==> config.mk <==
export PLATFORM = sky130hd
export DESIGN_NAME = piradspi_cmd_arbiter
export DESIGN_NICKNAME = d
export VERILOG_FILES = /design/src/rtl/piradspi_cmd_arbiter.sv
export SDC_FILE = /design/constraint.sdc
export NUM_CORES = 1
export LEC_CHECK = 0
export BUFFER_PORTS_ARGS = -buffer_cell sky130_fd_sc_hd__buf_2
export CORE_AREA = 2 2 227 229
export CTS_CLUSTER_DIAMETER = 120
export DETAILED_ROUTE_END_ITERATION = 8
export DIE_AREA = 0 0 229 231
export PLACE_DENSITY = 0.46
export SLEW_MARGIN = 15
export SYNTH_ARGS = -nofsm -noshare
export SYNTH_HDL_FRONTEND = slang
export SYNTH_SLANG_ARGS = --single-unit
==> constraint.sdc <==
create_clock -name aclk -period 2.17 [get_ports aclk]
set_input_delay 0.434 -clock aclk [delete_from_list [all_inputs] [get_ports aclk]]
set_output_delay 0.434 -clock aclk [all_outputs]
set_load 0.1 [all_outputs]
==> src/rtl/piradspi_cmd_arbiter.sv <==
// piradspi_cmd_arbiter: round-robin arbiter sharing one piradspi SPI engine
// between NUM_REQ command sources.
//
// A winner is picked in IDLE (scan from rr_ptr upward), its command is
// latched and offered to the engine in ISSUE, and its MOSI/MISO streams are
// routed to the engine through ISSUE and ACTIVE. The grant is released on
// engine completion, engine error, or watchdog expiry.
//
// Ports:
//   aclk, aresetn        clock, synchronous active-low reset
//   req_cmd/valid/ready  per-requester command handshake (ready is one-hot or zero)
//   req_mosi_*           per-requester MOSI stream, routed from the granted slot
//   req_miso_*           MISO stream; data broadcast, valid only on the granted bit
//   eng_cmd*             registered command handshake to the engine
//   eng_mosi_*/eng_miso_* engine-side streams (combinational pass-through)
//   command_completed    completion pulse from the engine
//   engine_error         error level from the engine
//   busy                 state != IDLE (registered)
//   grant_id             current or last granted requester
//   abort_pulse/cause    one-cycle abort indication; cause 0 = error, 1 = timeout
module piradspi_cmd_arbiter #(
  parameter int unsigned NUM_REQ        = 4,
  parameter int unsigned CMD_WIDTH      = 64,
  parameter int unsigned DATA_WIDTH     = 32,
  parameter int unsigned TIMEOUT_CYCLES = 65535,
  parameter int unsigned GID_W          = $clog2(NUM_REQ)
) (
  input  logic                            aclk,
  input  logic                            aresetn,
  input  logic [NUM_REQ*CMD_WIDTH-1:0]    req_cmd,
  input  logic [NUM_REQ-1:0]              req_valid,
  output logic [NUM_REQ-1:0]              req_ready,
  input  logic [NUM_REQ*DATA_WIDTH-1:0]   req_mosi_tdata,
  input  logic [NUM_REQ-1:0]              req_mosi_tvalid,
  output logic [NUM_REQ-1:0]              req_mosi_tready,
  output logic [DATA_WIDTH-1:0]           req_miso_tdata,
  output logic [NUM_REQ-1:0]              req_miso_tvalid,
  input  logic [NUM_REQ-1:0]              req_miso_tready,
  output logic [CMD_WIDTH-1:0]            eng_cmd,
  output logic                            eng_cmd_valid,
  input  logic                            eng_cmd_ready,
  output logic [DATA_WIDTH-1:0]           eng_mosi_tdata,
  output logic                            eng_mosi_tvalid,
  input  logic                            eng_mosi_tready,
  input  logic [DATA_WIDTH-1:0]           eng_miso_tdata,
  input  logic                            eng_miso_tvalid,
  output logic                            eng_miso_tready,
  input  logic                            command_completed,
  input  logic                            engine_error,
  output logic                            busy,
  output logic [GID_W-1:0]                grant_id,
  output logic                            abort_pulse,
  output logic                            abort_cause
);

  localparam int unsigned WD_W = 16;
  localparam logic [WD_W-1:0] WD_LIMIT = WD_W'(TIMEOUT_CYCLES - 1);
  localparam logic [WD_W-1:0] WD_MAX   = {WD_W{1'b1}};
  localparam logic [GID_W-1:0] LAST_ID = GID_W'(NUM_REQ - 1);

  typedef enum logic [1:0] {
    ST_IDLE   = 2'd0,
    ST_ISSUE  = 2'd1,
    ST_ACTIVE = 2'd2
  } state_e;

  state_e                 state_q, state_d;
  logic [GID_W-1:0]       rr_ptr_q, rr_ptr_d;
  logic [GID_W-1:0]       grant_q, grant_d;
  logic [CMD_WIDTH-1:0]   eng_cmd_q, eng_cmd_d;
  logic                   eng_cmd_valid_q, eng_cmd_valid_d;
  logic [WD_W-1:0]        wd_q, wd_d;
  logic                   abort_pulse_q, abort_pulse_d;
  logic                   abort_cause_q, abort_cause_d;
  logic                   busy_q, busy_d;

  logic                   win_found;
  logic [GID_W-1:0]       win_idx;
  logic [GID_W-1:0]       scan_idx;
  logic                   wd_expired;

  // Per-requester slices of the flattened command and MOSI data buses.
  logic [CMD_WIDTH-1:0]   cmd_arr  [NUM_REQ];
  logic [DATA_WIDTH-1:0]  mosi_arr [NUM_REQ];

  for (genvar k = 0; k < NUM_REQ; k++) begin : g_unpack
    assign cmd_arr[k]  = req_cmd[k*CMD_WIDTH +: CMD_WIDTH];
    assign mosi_arr[k] = req_mosi_tdata[k*DATA_WIDTH +: DATA_WIDTH];
  end

  // Round-robin winner: first valid requester at or after rr_ptr, wrapping.
  always_comb begin
    win_found = 1'b0;
    win_idx   = '0;
    scan_idx  = '0;
    for (int unsigned i = 0; i < NUM_REQ; i++) begin
      scan_idx = GID_W'((32'(rr_ptr_q) + i) % NUM_REQ);
      if (!win_found && req_valid[scan_idx]) begin
        win_found = 1'b1;
        win_idx   = scan_idx;
      end
    end
  end

  assign wd_expired = (TIMEOUT_CYCLES != 32'd0) && (wd_q == WD_LIMIT);

  // Next-state and registered-output logic.
  always_comb begin
    state_d       = state_q;
    rr_ptr_d      = rr_ptr_q;
    grant_d       = grant_q;
    eng_cmd_d     = eng_cmd_q;
    wd_d          = wd_q;
    abort_pulse_d = 1'b0;
    abort_cause_d = abort_cause_q;

    case (state_q)
      ST_IDLE: begin
        if (win_found) begin
          eng_cmd_d = cmd_arr[win_idx];
          grant_d   = win_idx;
          rr_ptr_d  = (win_idx == LAST_ID) ? '0 : win_idx + GID_W'(1);
          state_d   = ST_ISSUE;
        end
      end
      ST_ISSUE: begin
        // Completion pulses here belong to nothing we issued; ignore them.
        if (eng_cmd_ready) begin
          state_d = ST_ACTIVE;
          wd_d    = '0;
        end
      end
      ST_ACTIVE: begin
        wd_d = (wd_q == WD_MAX) ? wd_q : wd_q + WD_W'(1);
        if (engine_error) begin
          state_d       = ST_IDLE;
          abort_pulse_d = 1'b1;
          abort_cause_d = 1'b0;
        end else if (command_completed) begin
          state_d = ST_IDLE;
        end else if (wd_expired) begin
          state_d       = ST_IDLE;
          abort_pulse_d = 1'b1;
          abort_cause_d = 1'b1;
        end
      end
      default: begin
        state_d = ST_IDLE;
      end
    endcase

    eng_cmd_valid_d = (state_d == ST_ISSUE);
    busy_d          = (state_d != ST_IDLE);
  end

  // State and output registers.
  always_ff @(posedge aclk) begin
    if (!aresetn) begin
      state_q         <= ST_IDLE;
      rr_ptr_q        <= '0;
      grant_q         <= '0;
      eng_cmd_q       <= '0;
      eng_cmd_valid_q <= 1'b0;
      wd_q            <= '0;
      abort_pulse_q   <= 1'b0;
      abort_cause_q   <= 1'b0;
      busy_q          <= 1'b0;
    end else begin
      state_q         <= state_d;
      rr_ptr_q        <= rr_ptr_d;
      grant_q         <= grant_d;
      eng_cmd_q       <= eng_cmd_d;
      eng_cmd_valid_q <= eng_cmd_valid_d;
      wd_q            <= wd_d;
      abort_pulse_q   <= abort_pulse_d;
      abort_cause_q   <= abort_cause_d;
      busy_q          <= busy_d;
    end
  end

  // Command acceptance and stream routing. Everything is masked while reset
  // is asserted so no handshake completes that the registers would not see.
  always_comb begin
    req_ready       = '0;
    req_mosi_tready = '0;
    req_miso_tvalid = '0;
    eng_mosi_tdata  = '0;
    eng_mosi_tvalid = 1'b0;
    eng_miso_tready = 1'b0;
    if (aresetn) begin
      if (state_q == ST_IDLE) begin
        if (win_found) begin
          req_ready[win_idx] = 1'b1;
        end
      end else begin
        eng_mosi_tdata           = mosi_arr[grant_q];
        eng_mosi_tvalid          = req_mosi_tvalid[grant_q];
        req_mosi_tready[grant_q] = eng_mosi_tready;
        req_miso_tvalid[grant_q] = eng_miso_tvalid;
        eng_miso_tready          = req_miso_tready[grant_q];
      end
    end
  end

  assign req_miso_tdata = eng_miso_tdata;
  assign eng_cmd        = eng_cmd_q;
  assign eng_cmd_valid  = eng_cmd_valid_q;
  assign busy           = busy_q;
  assign grant_id       = grant_q;
  assign abort_pulse    = abort_pulse_q;
  assign abort_cause    = abort_cause_q;

endmodule

* Yosys cells after proc, flatten, opt, wreduce, memory -nomap -nowiden
Cells that the tools add are included.
** Word-level totals
- Register bits after elaboration :: 90
- Bits in latches :: 0
- RAM bits :: 0
- Bits in read-only memories :: 0
- Output and inout bits :: 148
- Word-level logic and storage cells :: 112
- Memories :: 0
** Cells by class
- Add/subtract/negate cells :: 5
- $mul :: 0
- Divide/modulo/power cells :: 0
- $lt $le $gt $ge :: 10
- Eq/ne operators :: 9
- Shift operators :: 0
- Multiplexer cells :: 59
- Bitwise gates (word level) :: 4
- Reduce and logical (&&, ||, !) cells :: 16
** Operators by type and width (count)
- $bmux W64 S2 :: 1
- $mux W32 :: 4
- $mux W64 :: 2
- $bmux W32 S2 :: 1
- $eq A16 B16 Y1 const B :: 2
- $mux W16 :: 2
- $pmux W16 S2 :: 1
- $mux W4 :: 7
- $mux W1 :: 22
- $mux W2 :: 10
- $lt A2 B3 Y1 const B :: 6
- $add A16 B1 Y16 const B :: 1
- $bmux W1 S2 :: 6
- $and A4 B4 Y4 :: 2
- $ge A3 B3 Y1 const B :: 2
- $not A2 Y3 :: 2
- $pmux W2 S3 :: 1
- $reduce_and A3 Y1 :: 2
- $reduce_bool A2 Y1 :: 3
- $logic_and A1 B1 Y1 :: 5
- $add A2 B1 Y2 const B :: 2
- $add A2 B2 Y2 const B :: 2
- $demux W1 S2 :: 2
- $eq A2 B1 Y1 const B :: 2
- 7 further kinds :: 13

* Logic depth before layout (Yosys ltp)
- Depth after elaboration :: 19
- Gate-level depth with buffers :: 9

* Worst setup path before layout
Ideal clock, no wire load.
- Path type :: register to output
- Start point :: register grant_q[1], in the netlist grant_id[1]
- End point :: output req_miso_tvalid[0]
- Arrival time :: 4.222 ns
- Setup slack :: -2.486 ns
- Stages on the path, launching flop included :: 4
- Path buffers :: 2
- Path through :: dfxtp_1 -> clkbuf_1 -> buf_1 -> nor4b_1
** On the way
- Longest elaborated chain between the ends :: 7
** RTL lines
- start: declaration :: line 69 : logic [GID_W-1:0] grant_q, grant_d;
- start signal: assignment :: line 171 : grant_q <= grant_d;
- $lt A2 B3 Y1 (not written as such) or $ge A2 B1 Y1 (tied branches) :: line 199 : req_miso_tvalid[grant_q] = eng_miso_tvalid;
- $logic_and A1 B1 Y1 (not written as such) :: line 199
- $mux W1 (not written as such) :: line 199
- $demux W1 S2 (*) :: line 199
- $and A4 B4 Y4 (no line) (*)
- $mux W4 (*) :: line 191 : if (state_q == ST_IDLE) begin
- $mux W4 (*) :: line 190 : if (aresetn) begin
- end: declaration :: line 37 : output logic [NUM_REQ-1:0] req_miso_tvalid,
Every way passes the cells marked *; elsewhere a longest branch is shown, timed or not.

* Worst setup path after layout
- Start point :: register rr_ptr_q[1]
- End point :: output req_ready[1]
** On the way
- Longest elaborated chain between the ends :: 19
** RTL lines
- start: declaration :: line 68 : logic [GID_W-1:0] rr_ptr_q, rr_ptr_d;
- start signal: assignment :: line 170 : rr_ptr_q <= rr_ptr_d;
- parallel branches: the longest is 16 deep, another holds $lt A2 B3 Y1
- $mux W4 (*) :: line 192 : if (win_found) begin
- $mux W4 (*) :: line 191
- $mux W4 (*) :: line 190
- end: declaration :: line 32 : output logic [NUM_REQ-1:0] req_ready,
Mark *: on every way between the ends. The select of a mux whose other input is x is not followed.

==> metrics <==
status complete, but fails checks; Net Count, Synth 1,216; initial antenna violation count 17; Pleak 5.35 nW; max capacitance violation total 0; Slew headroom 49.5%; crit-path cells nand2_2 > a221o_2 > nand2_8 > buf_6 > ha_4 > and2_4 > buf_12; core area 50,700 um^2; share of cells above drive strength 1 58.6%; Setup WS post-layout -0.176 ns; length of the first detailed-routing pass in iterations 5; htree depth 3; library cells used by synthesis 61; RSZ-0062 raised after global routing yes; Die Y 231 um; CTS Buffer Depth 2; most frequent cells in the layout buf_2, dfxtp_1, buf_12; failing checks setup timing; cts hold-fix bufs 0; CP Data Required Time 1.74 ns; gr usage total 14.5%; final hold viol count 0; post-synth top area cell dfxtp_1; Worst Tran Pin Value 0.739 ns; Final Power 8.81 mW; Worst EP arrival 1.91 ns; CTS tree yes; RD Place Congestion 0.837; Post-synth ARST share 0%; final WL 40.2 mm; Initial Utilization 13.4%; HPWL Detailed 31.8 mm; CTS clock-pin slew for the worst setup and hold paths 0.08 ns; die area 52,900 um^2; antenna viol nets, final 0; nets 1,753; most common cell after layout, fill and taps aside buf_2; minimum clock period after layout 2.35 ns; Synth warnings 0; Mean Syn Cell Area 8.74 um^2; Crit. End Element output port; Final Cycle Share 108%; vias per std cell 4.29; first-pass GRT wire length 56.4 mm; crit-path max cell delay 0.39 ns; port buffer count 518; vias in the first global route 8,894; top post-synthesis cells by area dfxtp_1, mux4_2, mux2i_1; Setup Viol. Count Final 42; Worst path slowest cell dfxtp_4; Setup CP Type reg -> out; IR drop worst, VDD 480 uV; share of the yosys chip area belonging to registers 26.6%; final slew viol count 0; Clk Latency, worst-skew pair 0.38 ns; Primary FF master, synth dfxtp_1; I/O pin cnt 583; Synth top area share 26.6%; design area 12,500 um^2; worst hold margin 0.310 ns; root buf cell clkbuf_16; clk sinks 90; number of synthesized flops with an enable pin 0; TritonCTS Buffers 9; die width 229 um; DR vias 8,589; wire length per cell after detailed routing 20.1 um; drt initial violations 401; Hold Path Class in -> reg; skew final 0.0172 ns; pwr/cell area 706 nW/um^2; fmax 0.426 GHz; row count 83; placed cell areas 11,500 um^2; post-synthesis register bit count 90; DRC Markers 0; Mapped Area 6770 um^2; Cells after Synth 775; Setup crit start kind register; CP Max Fanout 5; grt total ovfl 0; Area Overhead vs Synth 84.1%; largest net degree at the start of global routing 46
==> cell type report <==
class / count / area [um^2]
clock inverters: 6 / 46.3
multi-input cells: 579 / 4890
flip-flops and latches: 90 / 1820
diodes: 6 / 15.0
repair buffers: 624 / 4560
inverters: 8 / 42.5
clock buffers: 10 / 250
well taps: 680 / 851
fillers: 5574 / 38200
==> worst max-delay path: cells and delay by family (launching register included) <==
family	cells	cell delay, ns
AO/OA/AOI/OAI	1	0.39
adder cells (fa/ha/maj)	1	0.12
buffers and inverters	2	0.29
flip-flops	1	0.39
AND/OR/NAND/NOR	3	0.31
==> registers in the layout (all words and copies together) (netlist names) <==
name and count:
state_q 2, abort_pulse 1, grant_id 2, wd_q 16, eng_cmd 64, abort_cause 1, eng_cmd_valid 1, rr_ptr_q 2
busy 1
==> layer usage <==
metal	vias to the layer above	track usage, %	share of wire [%]
met5	-	0	0
met4	0	6.03	3.9
met3	72	3.82	7.2
met2	497	26.4	50
met1	4062	15.9	39
li1	3958	-	-
==> Yosys cell counts (all sizes together) (2+ instances only) <==
cell	count
clkbuf	33
o211ai	46
mux2i	47
nor2b	37
mux2	19
inv	8
a21o	45
a21oi	25
nand3	73
o21ai	70
a221o	20
nor4	2
nor3	9
buf	65
nand4	3
or3	2
a221oi	2
and3	2
nor4b	2
nand2b	2
nand2	64
and2	5
mux4	34
dfxtp	90
a211oi	3
nor3b	2
nor2	24
ha	6
a2111oi	7
xnor2	12
==> cells by family after synthesis <==
kind of cell | Yosys count | synth area share [%]
adders and majority gates | 6 | 1.11
buffers and inverters | 106 | 8.61
and+or+nand+nor | 232 | 17.5
AOI/OAI and AO/OA | 229 | 23.2
DFF | 90 | 26.6
xor gates and xnor gates | 12 | 1.55
muxes | 100 | 21.4
==> repair_timing <==
item | in CTS | in global routing
endpoints found under the setup margin | 74 | 68
setup buffers | 16 | 20
pin swaps | 8 | 9
endpoints found under the hold margin | 0 | 0
cloned | 1 | 5
gates resized for setup | 33 | 24
==> through the flow <==
stage	setup WS, ns	utilization [%]	std cells	setup TNS [ns]
floorplan	-0.232	-	775	-0.761
global route	-0.289	24.6	2000	-8.00
detailed placement	-0.364	22.7	1942	-11.53
global placement	-0.316	22.7	1942	-9.63
finish	-0.176	24.6	2003	-4.44
CTS	-0.246	23.9	1975	-8.50
==> power breakdown <==
group | internal (mW) | switching (mW)
combinational | 1.74 | 3.36
sequential | 1.87 | 0.147
clock | 0.857 | 0.829
total | 4.47 | 4.33
==> final timing paths <==
check	startpoint	slack, ns	cells past startpoint	endpoint
worst max-delay path	rr_ptr_q[1]$_SDFFE_PN0P_	-0.18	7	req_ready[1]
worst min-delay path	engine_error	0.31	2	abort_cause$_SDFFE_PN0P_
worst max register to register	rr_ptr_q[1]$_SDFFE_PN0P_	0.09	7	eng_cmd[63]$_SDFFE_PN0P_
worst min register to register	state_q[1]$_SDFF_PN0_	0.47	1	state_q[0]$_SDFF_PN0_
Note: power is estimated with default switching activity, not from simulation.
